### src/rtl/pipeline_if_stage_if.sv
// Instruction-memory fetch bus between the IF stage (master) and instruction memory (slave).
interface pipeline_if_stage_if;
  logic        imem_req;
  logic [63:0] imem_addr;
  logic        imem_ready;
  logic [31:0] imem_rdata;

  modport master (
    output imem_req,
    output imem_addr,
    input  imem_ready,
    input  imem_rdata
  );

  modport slave (
    input  imem_req,
    input  imem_addr,
    output imem_ready,
    output imem_rdata
  );
endinterface

### src/rtl/pipeline_if_stage.sv
// Instruction-fetch stage: PC sequencing, memory handshake, redirect and registered output to ID.
// Optional one-entry skid buffer enabled by defining IF_SKID_BUF_EN.
module pipeline_if_stage #(
  parameter logic [63:0] RESET_PC = 64'h0,
  parameter logic [31:0] NOP_INST = 32'h00000013
) (
  input  logic                 clk,
  input  logic                 reset,
  input  logic                 stall,
  input  logic                 redirect_valid,
  input  logic [63:0]          redirect_pc,
  pipeline_if_stage_if.master  imem,
  output logic [31:0]          instruction_IF,
  output logic [63:0]          pc_IF,
  output logic                 valid_IF
);

`ifdef IF_SKID_BUF_EN
  typedef enum logic [1:0] {BOOT, FETCH, BUF} state_t;
`else
  typedef enum logic {BOOT, FETCH} state_t;
`endif

  state_t      state, state_nx;
  logic [63:0] pc_p0, pc_nx;
  logic [31:0] inst_nx;
  logic [63:0] pcif_nx;
  logic        vld_nx;
  logic        accept;

`ifdef IF_SKID_BUF_EN
  logic [31:0] buf_inst_p1;
  logic [63:0] buf_pc_p1;
  logic        buf_load;
`endif

  function automatic logic [63:0] align_pc(input logic [63:0] a);
    return a & ~64'h3;
  endfunction

  assign imem.imem_addr = pc_p0;
  assign accept         = imem.imem_req & imem.imem_ready;

  // Request is withheld during reset so nothing is fetched before BOOT.
  always_comb begin
    imem.imem_req = 1'b0;
    if (!reset && state == FETCH) begin
`ifdef IF_SKID_BUF_EN
      imem.imem_req = 1'b1;
`else
      imem.imem_req = ~stall;
`endif
    end
  end

  always_comb begin
    state_nx = state;
    pc_nx    = pc_p0;
    inst_nx  = instruction_IF;
    pcif_nx  = pc_IF;
    vld_nx   = valid_IF;
`ifdef IF_SKID_BUF_EN
    buf_load = 1'b0;
`endif
    if (redirect_valid) begin
      pc_nx    = align_pc(redirect_pc);
      vld_nx   = 1'b0;
      inst_nx  = NOP_INST;
      state_nx = FETCH;
    end
`ifdef IF_SKID_BUF_EN
    else if (state == BUF) begin
      if (!stall) begin
        inst_nx  = buf_inst_p1;
        pcif_nx  = buf_pc_p1;
        vld_nx   = 1'b1;
        state_nx = FETCH;
      end
    end
`endif
    else begin
      if (state == BOOT) state_nx = FETCH;
      if (!stall) begin
        if (accept) begin
          inst_nx = imem.imem_rdata;
          pcif_nx = pc_p0;
          vld_nx  = 1'b1;
          pc_nx   = pc_p0 + 64'd4;
        end else begin
          inst_nx = NOP_INST;
          vld_nx  = 1'b0;
        end
      end
`ifdef IF_SKID_BUF_EN
      else if (accept) begin
        buf_load = 1'b1;
        pc_nx    = pc_p0 + 64'd4;
        state_nx = BUF;
      end
`endif
    end
  end

  // Fetch PC and IF/ID output registers
  always_ff @(posedge clk) begin
    if (reset) begin
      state          <= BOOT;
      pc_p0          <= RESET_PC;
      valid_IF       <= 1'b0;
      instruction_IF <= NOP_INST;
      pc_IF          <= 64'h0;
    end else begin
      state          <= state_nx;
      pc_p0          <= pc_nx;
      valid_IF       <= vld_nx;
      instruction_IF <= inst_nx;
      pc_IF          <= pcif_nx;
    end
  end

`ifdef IF_SKID_BUF_EN
  // Skid buffer payload; occupancy is tracked by the BUF state alone
  always_ff @(posedge clk) begin
    if (buf_load) begin
      buf_inst_p1 <= imem.imem_rdata;
      buf_pc_p1   <= pc_p0;
    end
  end
`endif

endmodule

### src/flat_wrapper.sv
// flat-port wrapper written by rule: the top's interface ports become plain ports
module pipeline_if_stage_flat 
#(
  parameter logic [63:0] RESET_PC = 64'h0,
  parameter logic [31:0] NOP_INST = 32'h00000013
)
  (clk, reset, stall, redirect_valid, redirect_pc, instruction_IF, pc_IF, valid_IF, imem_imem_req, imem_imem_addr, imem_imem_ready, imem_imem_rdata);
  pipeline_if_stage_if imem_i ();
  input  logic clk;
  input  logic reset;
  input  logic stall;
  input  logic redirect_valid;
  input  logic [63:0] redirect_pc;
  output logic [31:0] instruction_IF;
  output logic [63:0] pc_IF;
  output logic valid_IF;
  output wire logic [$bits(imem_i.imem_req)-1:0] imem_imem_req;
  output wire logic [$bits(imem_i.imem_addr)-1:0] imem_imem_addr;
  input wire logic [$bits(imem_i.imem_ready)-1:0] imem_imem_ready;
  input wire logic [$bits(imem_i.imem_rdata)-1:0] imem_imem_rdata;
  assign imem_imem_req = imem_i.imem_req;
  assign imem_imem_addr = imem_i.imem_addr;
  assign imem_i.imem_ready = imem_imem_ready;
  assign imem_i.imem_rdata = imem_imem_rdata;
  pipeline_if_stage #(.RESET_PC(RESET_PC), .NOP_INST(NOP_INST)) u_core (.clk(clk), .reset(reset), .stall(stall), .redirect_valid(redirect_valid), .redirect_pc(redirect_pc), .imem(imem_i), .instruction_IF(instruction_IF), .pc_IF(pc_IF), .valid_IF(valid_IF));
endmodule
### config.mk
export PLATFORM = sky130hd
export DESIGN_NAME = pipeline_if_stage_flat
export DESIGN_NICKNAME = d
export VERILOG_FILES = /design/src/rtl/pipeline_if_stage_if.sv /design/src/rtl/pipeline_if_stage.sv /design/src/flat_wrapper.sv
export SDC_FILE = /design/constraint.sdc
export NUM_CORES = 1
export LEC_CHECK = 0
export ABC_AREA = 1
export CAP_MARGIN = 25
export CORE_MARGIN = 2
export CORE_UTILIZATION = 30
export CTS_BUF_LIST = sky130_fd_sc_hd__clkbuf_2
export DETAILED_ROUTE_END_ITERATION = 8
export HOLD_SLACK_MARGIN = 0.12
export MAX_ROUTING_LAYER = met4
export PLACE_DENSITY = 0.63
export SYNTH_ARGS = -nofsm -noshare
export SYNTH_HDL_FRONTEND = slang
export SYNTH_SLANG_ARGS = --single-unit
### constraint.sdc
create_clock -name clk -period 2.1 [get_ports clk]
set_input_delay 0.21 -clock clk [delete_from_list [all_inputs] [get_ports clk]]
set_output_delay 0.21 -clock clk [all_outputs]
set_load 0.005 [all_outputs]
# == Word-level counts from Yosys, hierarchy flattened ==
# Index checks and enable logic that the tools add are counted.
# Widths: inputs -> output; s select.
# word_totals
reg_bits,162
output_inout_bits,162
# classes
add_sub_neg,1
reduce_logical,7
bitwise_logic,3
n_mux,7
n_eq_ne,1
# ops
cell,n
$mux 64,3
$add 64x3->64 const B,1
$mux 32,1
$reduce_and 2->1,2
$mux 1,3
$reduce_and 3->1,1
$ne 2x1->1 const B,1
$not 1->1,2
$reduce_bool 2->1,1
$reduce_or 2->1,1
$and 1x1->1,1
$logic_and 1x1->1,1
$logic_not 1->1,1

# == Longest topological paths before layout ==
# Gate-level depths: netlist of run 1.
# logic_depth
ltp_word,7
ltp_mapped,12
depth_no_buf,12

# == Worst setup path after synthesis of run 1 ==
# OpenSTA, ideal clock, no wires.
# synth_timing
kind,register -> register
from,"register u_core.pc_p0[3], in the netlist u_core.imem.imem_addr[3]"
to,"register u_core.pc_p0[52], in the netlist u_core.imem.imem_addr[52]"
path_stages_with_launch,11
setup_time_ns,0.109
path_slack_ns,0.441
path_buffers,0
t_arrival_ns,1.551
t_required_ns,1.991
path_cell_list,dfxtp_1 > ha_1 > nand2_1 > nor2_1 > nand2_2 > nor2_1 > nand3_2 > o21ai_0 > nand3b_1 > nand2_1 > inv_1
# synth_via
elab_chain_cells,4
# synth_lines
item,line,source
"start, declared",pipeline_if_stage.sv:25,"logic [63:0] pc_p0, pc_nx;"
"start signal, assigned",pipeline_if_stage.sv:114,pc_p0 <= pc_nx;
$add 64x3->64,pipeline_if_stage.sv:88,pc_nx = pc_p0 + 64'd4;
$mux 64,pipeline_if_stage.sv:84,if (accept) begin
$mux 64,pipeline_if_stage.sv:83,if (!stall) begin
$mux 64,pipeline_if_stage.sv:65,if (redirect_valid) begin
# Every way passes these cells. The select of a mux whose other input is x is not followed.
# A chain may end at the register's enable or synchronous reset.

# == Final worst setup path of run 1 ==
# layout_timing
from,"register u_core.pc_p0[33], in the netlist u_core.imem.imem_addr[33]"
to,output port imem_imem_addr[33]
# layout_rtl
item,line,source
"end, declared",flat_wrapper.sv:18,output wire logic [$bits(imem_i.imem_addr)-1:0] imem_imem_addr;
# No word-level cell between the ends.

==> results of run 1 <==
[state kept, by name, indices dropped and copies added, names as in the netlist]
signal                 cells
u_core.instruction_IF     32
u_core.imem.imem_addr     62
u_core.state               1
u_core.valid_IF            1
u_core.pc_IF              62
[logic make-up after synthesis]
kind of cell,Yosys count,synth area share [%]
xor+xnor,13,1.428
simple gates,684,35.77
buf+inv,166,8.695
compound gates,205,14.22
other cells,1,0.04704
fa+ha+maj,1,0.1569
flops,158,39.68
[final timing paths]
path / from / endpoint / slack [ns] / cells past startpoint
min: redirect_pc[55] / u_core.imem.imem_addr[55] / 0.17 / 5
max reg2reg: u_core.imem.imem_addr[2] / u_core.imem.imem_addr[40] / 0.17 / 11
max: u_core.imem.imem_addr[33] / imem_imem_addr[33] / 0.1 / 2
min reg2reg: u_core.instruction_IF[22] / u_core.instruction_IF[22] / 0.48 / 2
[power by group]
group / internal, mW / switching [mW]
registers: 3.10 / 0.105
clock network: 0.684 / 1.29
logic: 0.557 / 0.417
[final cells by class]
class,instances,share of cell area (%)
multi-input cells,907,33.40
well taps,335,3.374
diodes,1,0.02015
flip-flops and latches,158,26.16
repair buffers,403,31.65
clock buffers,17,0.6849
inverters,107,3.243
clock inverters,15,1.471
[what timing repair did]
action,in CTS,in global routing
endpoints found under the hold margin,157,1
pin swaps,0,1
hold buffers,77,1
endpoints found under the setup margin,30,55
gates resized for setup,30,52
buffers inserted,2,8
[per-stage QoR]
stage                      TNS (ns)  setup slack (ns)  cells
after CTS                         0         0.0005820   1933
after detailed placement          0           0.09771   1822
after floorplan                   0            0.4406   1231
after global placement            0            0.1396   1822
after global routing      -0.006522         -0.004935   1943
final                             0           0.09989   1943
[synthesized netlist by cell type, types with 3 or more instances]
cell      instances  area (um^2)
nand4_1          19        118.9
xor2_1            7        61.31
clkbuf_1         29        108.9
o211ai_1          5        37.54
o21a_1           12        90.09
dfxtp_1         158         3163
buf_2            18        90.09
o22ai_1           3        18.77
nor2_4            6        67.56
nand3_1          54        270.3
nand2_1         385         1445
o21ai_0          44        220.2
a31oi_1          21        131.4
a21oi_1         105        525.5
xnor2_1           6        52.55
inv_1           103        386.6
nand2_2           5        31.28
buf_6             3        33.78
nand3_2           4        40.04
buf_4             6        45.04
a22o_1            3        26.28
nor2_1          183        686.9
nor3_1            5        25.02
or2_1             3        18.77
nand3b_1         10        75.07
nor2_2            5        31.28
o21ai_1           5        25.02
[worst min-delay path: stages]
cell             delay [ns]
clkdlybuf4s50_1        0.40
nand2_1                0.12
o21ai_0                0.09
inv_1                  0.05
a21oi_1                0.06
[routing by layer]
layer,vias to the layer above,global-route usage (%),wire length (um)
li1,4661,-,-
met1,4360,29.68,14410
met2,324,35.77,14600
met3,26,5.276,2306
met4,0,4.685,442
met5,-,-,0
==> run metrics, run 1 <==
Crit Path Class reg -> out; Worst EP required 1.89 ns; vias per cell 4.823; CTS root buf clkbuf_2; Rows 59; Crit Path Max Fanout 4; endpoint class of the critical path output port; CP startpoint kind flip-flop; fin crit share 95.24%; Buf+Inv Stages, Crit Path 2; dpl hpwl 23260 um; Post-synth ARST share 0%; # fillers 2602; width of the die 167.0 um; num ports 263; Final Power 6.150 mW; drt total wl 31760 um; Yosys warnings 0; vias in the first global route 8793; Clock Tree Buf Depth 2; proportion of layout cells with a drive suffix above 1 12.07%; leakage 4.813 nW; Hold Slack 0.1656 ns; fmax 500.0 MHz; Reg area 3249 um^2; power density cells 495.1 nW/um^2; via count 9371; post-synthesis instance area 7971 um^2; CP top delay family buffers and inverters; gr ovfl total 0; core area 26060 um^2; Netlist cell types 43; first-pass GRT wire length 48370 um; slowest stage delay, CP 0.50 ns; Slew @ Worst Pin 0.9316 ns; run status finished, final reports clean; Pins Over Slew Limit 0; CTS tree done; Area Growth Syn to Fin 55.83%; WP data arrival 1.79 ns; IO Port Bufs 256; H-Tree Depth 4; Setup Skew 0.03443 ns; Hold Vio Cnt, Final 0; Final Instance Area 12420 um^2; crit-path cells buf_4 > clkdlybuf4s50_1; Seq cells post-synth 158; initial core utilization 30.59%; most frequent cells in the layout nand2_1, clkdlybuf4s50_1, nor2_1; main flop type after synthesis dfxtp_1; Slew headroom 37.82%; wire length per cell 16.34 um; Setup Viol. Count Final 0; Iter 0 DRT Violations 670; total track usage 22.66%; critical path's slowest cell clkdlybuf4s50_1; crit path time final 2.000 ns; largest net degree at the start of global routing 99; clk_lat worst skew 0.77 ns; Die Ht 167.0 um; RD Place Congestion 0.9304; Initial DRT Pass Iterations 5; Syn Area/Cell 6.491 um^2; nets 1696; Sink Count 158; max_cap viols 0; Post-synth EDFFs 0; commonest non-fill, non-tap cell in the layout nand2_1; Max IR drop VDD 0.0002753 V; Post-Syn Instances 1228; total CTS buffers 17; Reg clk slew, reported paths 0.27 ns; sequential share of the synthesized area 39.68%; multi-input logic area 4149 um^2; die area 27890 um^2; Core Util, Final 47.67%; placed cell area 11160 um^2; remaining antenna violation count 0; drt drc 0; initial antenna violation count 1; Hold WC Path Type in -> reg
No activity file was read; power rests on OpenSTA's default activity.
==> inputs of run 2 (changes only) <==
- CORE_ASPECT_RATIO: not set -> 0.9
- PLACE_DENSITY: 0.63 -> 0.65
- clock period: 2.1 -> 1.8 ns (I/O delays scaled with it)
==> run metrics, run 2 (synthesized netlist as in run 1, its figures left out) <==
Sum Neg Setup Slack -0.02175 ns (-0.02175 ns); CTS root buf clkbuf_2; drt total wl 34450 um (+8.5%); Setup Skew 0.04086 ns (+0.006427 ns); CP startpoint kind flip-flop; reg-to-reg critical path startpoint u_core.imem.imem_addr[3]; crit path time final 1.822 ns; Critical Path Start u_core.imem.imem_addr[3]; vias in the first global route 9701 (+10%); num ports 263 (unchanged); via count 10100 (+7.8%); Iter 0 DRT Violations 763 (+14%); CTS tree done; Hold Vio Cnt, Final 0 (unchanged); first-pass GRT wire length 51900 um (+7.3%); Reg clk slew, reported paths 0.30 ns (+0.03 ns); die area 27890 um^2 (about the same); Initial DRT Pass Iterations 5 (unchanged); WP data arrival 2.54 ns (+0.75 ns); fmax 548.9 MHz; Crit Path Class reg -> reg; vias per cell 4.752 (-1.5%); total CTS buffers 17 (unchanged); Final WS setup -0.02175 ns (-0.1216 ns); P_sw 2.229 mW (+23%); leakage 6.290 nW (+31%); Register-to-Register Path Depth 10 (-1); Sequential Power Share 50.4% (-1.7 points); RSZ-0062 raised after global routing yes; Rows 56 (-5.1%); most frequent cells in the layout nand2_1, buf_4, nor2_1; initial core utilization 30.58% (about the same); Clock power frac 30.9% (-1.1 points); width of the die 175.8 um (+5.3%); Area Growth Syn to Fin 77.77%; Worst EP required 2.52 ns (+0.63 ns); dpl hpwl 24520 um (+5.4%); IO Port Bufs 256 (unchanged); initial antenna violation count 2 (+1); Die Ht 158.6 um (-5.0%); Reg area 3407 um^2 (+4.9%); RD Place Congestion 0.9269 (-0.38%); core area 26070 um^2 (about the same); gr ovfl total 0 (unchanged); Pint 5.047 mW (+16%); multi-input logic area 4551 um^2 (+9.7%); nets 1866 (+10%); Hold Slack 0.1383 ns (-0.02729 ns); remaining antenna violation count 0 (unchanged); total track usage 24.73% (+2.1 points); Max IR drop VDD 0.0003359 V (+22%); failing checks negative setup slack; combinational share of power 18.7% (+2.9 points); Worst Setup EP u_core.imem.imem_addr[54]; fin crit share 101.2%; largest net degree at the start of global routing 100 (+1.0%); Setup Viol. Count Final 1 (+1); Clock Tree Buf Depth 2 (unchanged); proportion of layout cells with a drive suffix above 1 30.50% (+18 points); power density cells 513.5 nW/um^2 (+3.7%); Hold WC Path Type in -> reg; # fillers 2519 (-3.2%); max_cap viols 0 (unchanged); endpoint class of the critical path flip-flop; Crit Path Max Fanout 5 (+1); H-Tree Depth 4 (unchanged); switch share 30.64% (+1.2 points); Final Power 7.277 mW (+18%); reg2reg end u_core.imem.imem_addr[54]; drt drc 0 (unchanged); Sink Count 158 (unchanged); commonest non-fill, non-tap cell in the layout nand2_1; r2r setup slk -0.02 ns (-0.19 ns); Slew headroom 66.25% (+28 points); run status finished with violations; clk_lat worst skew 0.80 ns (+0.03 ns); Pins Over Slew Limit 0 (unchanged); Slew @ Worst Pin 0.5062 ns (-0.4254 ns); wire length per cell 16.20 um (-0.87%)
==> run 2: power by group through the flow <==
stage | Combinational [mW] | Clock (mW) | Sequential (mW)
floorplan | 0.370 | 0 | 3.78
global placement | 1.06 | 0 | 3.78
detailed placement | 1.07 | 0 | 3.78
CTS | 1.32 | 2.27 | 3.67
global route | 1.47 | 2.43 | 3.68
finish | 1.36 | 2.25 | 3.67
==> run 2: worst min-delay path by stage <==
stage / from / to / slack (ns) / cells after the start
after CTS: redirect_pc[48] / u_core.imem.imem_addr[48] / 0.12 / 7
after floorplan: imem_imem_rdata[0] / u_core.instruction_IF[0] / 0.31 / 2
final: redirect_pc[17] / u_core.imem.imem_addr[17] / 0.14 / 3
after detailed placement: u_core.instruction_IF[31] / u_core.instruction_IF[31] / 0.45 / 2
after global routing: redirect_pc[55] / u_core.imem.imem_addr[55] / 0.14 / 5
after global placement: u_core.instruction_IF[31] / u_core.instruction_IF[31] / 0.45 / 2
==> run 2: final cells by class <==
| type | instances | share of cell area [%] |
|---|---|---|
| antenna | 1 | 0.01766 |
| clock buffer | 17 | 0.6004 |
| clock inverter | 15 | 1.236 |
| inverter | 107 | 2.843 |
| multi-input combinational | 907 | 32.11 |
| sequential | 158 | 24.04 |
| tap | 348 | 3.073 |
| timing repair buffer | 573 | 36.08 |
==> run 2: worst max-delay path, stage by stage (launching register included) <==
cell and delay (ns):
dfxtp_4 0.44, ha_4 0.16, nand2_4 0.06, nor2_4 0.13
nand2_4 0.11, nor2_4 0.21, nand2_4 0.13, buf_6 0.15
o21ai_2 0.13, nand3_2 0.09, a21oi_2 0.12
==> run 2: metrics by stage <==
stage	area, um^2	cells	util, %	setup WS, ns
6_report	14170	2126	54.37	-0.02175
3_3_place_gp	11910	1928	45.70	-0.1198
5_1_grt	14170	2126	54.37	-0.1390
4_1_cts	13770	2117	52.83	-0.02258
2_1_floorplan	7983	1231	-	0.1406
3_5_place_dp	11910	1928	45.70	-0.1634
==> run 2: what timing repair did <==
item | CTS | global route
hold endpoints to repair | 158 | 0
buffers inserted | 79 | 10
pin swaps | 13 | 34
gates resized for setup | 380 | 122
hold buffers | 79 | 0
endpoints found under the setup margin | 191 | 70
==> run 2: metal layers <==
| metal | part of all wire, % | global-route usage, % |
|---|---|---|
| met2 | 47 | 41.00 |
| met1 | 43 | 31.14 |
| met4 | 1.2 | 4.723 |
| met3 | 7.8 | 5.707 |
| met5 | 0 | - |
==> inputs of run 3 (changes only) <==
- GPL_ROUTABILITY_DRIVEN: not set -> 0
- PLACE_DENSITY: 0.65 -> not set
==> run metrics, run 3 (synthesized netlist as in run 1, its figures left out) <==
run status finished with violations; failing checks negative setup slack; placed insts 1910 (-0.93%); Sink Count 158 (unchanged); drt total wl 34000 um (-1.3%); Clock Tree Buf Depth 2 (unchanged); Hold Vio Cnt, Final 0 (unchanged); Rows 56 (unchanged); combinational share of power 18.4% (-0.3 points); CTS root buf clkbuf_2; Area Growth Syn to Fin 73.16%; Setup Viol. Count Final 1 (unchanged); vias in the first global route 9527 (-1.8%); IO Port Bufs 256 (unchanged); Reg clk slew, reported paths 0.28 ns (-0.02 ns); most frequent cells in the layout nand2_1, buf_4, nor2_1; power density cells 526.6 nW/um^2 (+2.6%); reg-to-reg critical path startpoint u_core.imem.imem_addr[9]; Crit Path Max Fanout 5 (unchanged); die area 27890 um^2 (unchanged); Crit Path Class reg -> reg; Slew headroom 64.04% (-2.2 points); crit path time final 1.813 ns (-0.008529 ns); Worst EP required 2.53 ns (about the same); r2r setup slk -0.01 ns (about the same); H-Tree Depth 4 (unchanged); via count 10040 (-0.63%); Slew @ Worst Pin 0.5394 ns (+0.03316 ns); Die Ht 158.6 um (unchanged); Initial DRT Pass Iterations 6 (+1); fmax 551.5 MHz (+0.47%); Place WS -0.1251 ns (+0.03835 ns); Final WS setup -0.01323 ns (+0.008529 ns); nets 1834 (-1.7%); Pins Over Slew Limit 0 (unchanged); core area 26070 um^2 (unchanged); Critical Path Start u_core.imem.imem_addr[9]; total track usage 24.64% (-0.088 points); leakage 6.036 nW (-4.0%); initial core utilization 30.58% (unchanged); remaining antenna violation count 0 (unchanged); CP startpoint kind flip-flop; RSZ-0062 raised after global routing yes; Sequential Power Share 50.6% (+0.2 points); fin crit share 100.7% (-0.47 points); commonest non-fill, non-tap cell in the layout nand2_1; width of the die 175.8 um (unchanged); drt drc 0 (unchanged); dpl hpwl 24090 um (-1.7%); initial antenna violation count 1 (-1); Final Power 7.269 mW (-0.11%); P_sw 2.134 mW (-4.3%); placed cell area 11810 um^2 (-0.82%); # fillers 2519 (unchanged); Final Instance Area 13800 um^2 (-2.6%); Setup Skew 0.04465 ns (+0.003791 ns); endpoint class of the critical path flip-flop; proportion of layout cells with a drive suffix above 1 27.74% (-2.8 points); WP data arrival 2.55 ns (about the same); CTS tree done; Iter 0 DRT Violations 811 (+6.3%); switch share 29.35% (-1.3 points); Core Util, Final 52.96% (-1.4 points); largest net degree at the start of global routing 100 (unchanged); wire length per cell 16.24 um (+0.21%); gr ovfl total 0 (unchanged); first-pass GRT wire length 51670 um (-0.45%); Clock power frac 31.1% (+0.2 points); Hold WC Path Type in -> reg; vias per cell 4.794 (+0.88%); clk_lat worst skew 0.81 ns (about the same); Non-Filler Instances 2094 (-1.5%); Max IR drop VDD 0.0003068 V (-8.7%); Pint 5.136 mW (+1.7%); total CTS buffers 17 (unchanged); max_cap viols 0 (unchanged); num ports 263 (unchanged); Hold Slack 0.1374 ns (-0.0008830 ns); Sum Neg Setup Slack -0.01323 ns (+0.008529 ns); HP Start redirect_pc[45]
[run 3: path summary, 6_finish.rpt]
| kind | end | cells after the start |
|---|---|---|
| worst max-delay path | u_core.imem.imem_addr[34] | 10 |
| worst min-delay path | u_core.imem.imem_addr[45] | 6 |
| worst max register to register | u_core.imem.imem_addr[34] | 10 |
| worst min register to register | u_core.pc_IF[16] | 2 |
[run 3: timing repair]
item	CTS	global route
endpoints found under the hold margin	158	0
buffers inserted	63	10
pin swaps	2	20
hold buffers	80	0
resized for setup	345	119
setup endpoints to repair	185	77
[run 3: per-layer routing]
| layer | routed length (um) | global-route usage [%] | share of wire, % | vias to the layer above |
|---|---|---|---|---|
| li1 | - | - | - | 4934 |
| met1 | 14840 | 31.35 | 44 | 4612 |
| met2 | 15300 | 38.86 | 45 | 434 |
| met3 | 2952 | 5.731 | 8.7 | 58 |
| met4 | 907 | 7.910 | 2.7 | 0 |
| met5 | 0 | - | 0 | - |
[run 3: critical path, stage by stage, from the launching register on]
cell     delay, ns
dfxtp_2       0.40
buf_4         0.12
nand2_1       0.11
nor2_4        0.17
nand2_4       0.10
nor2_4        0.21
nand3_2       0.14
buf_4         0.16
xor2_1        0.12
nand2_1       0.08
a21oi_2       0.11
[run 3: layout make-up]
cell class,count,area (um^2),area share [%]
Tap cell,348,435.4,3.154
Clock buffer,19,95.09,0.6889
Sequential cell,158,3396,24.60
Clock inverter,13,165.2,1.197
Multi-Input combinational cell,907,4419,32.02
Antenna cell,1,2.502,0.01813
Timing Repair Buffer,541,4887,35.41
Inverter,107,402.9,2.919
[run 3: power by group through the flow]
stage                     clock network [mW]  registers, mW  logic (mW)
after floorplan                            0           3.78       0.370
after global placement                     0           3.78        1.06
after detailed placement                   0           3.78        1.07
after CTS                               2.30           3.67        1.29
after global routing                    2.45           3.69        1.44
final                                   2.26           3.67        1.33
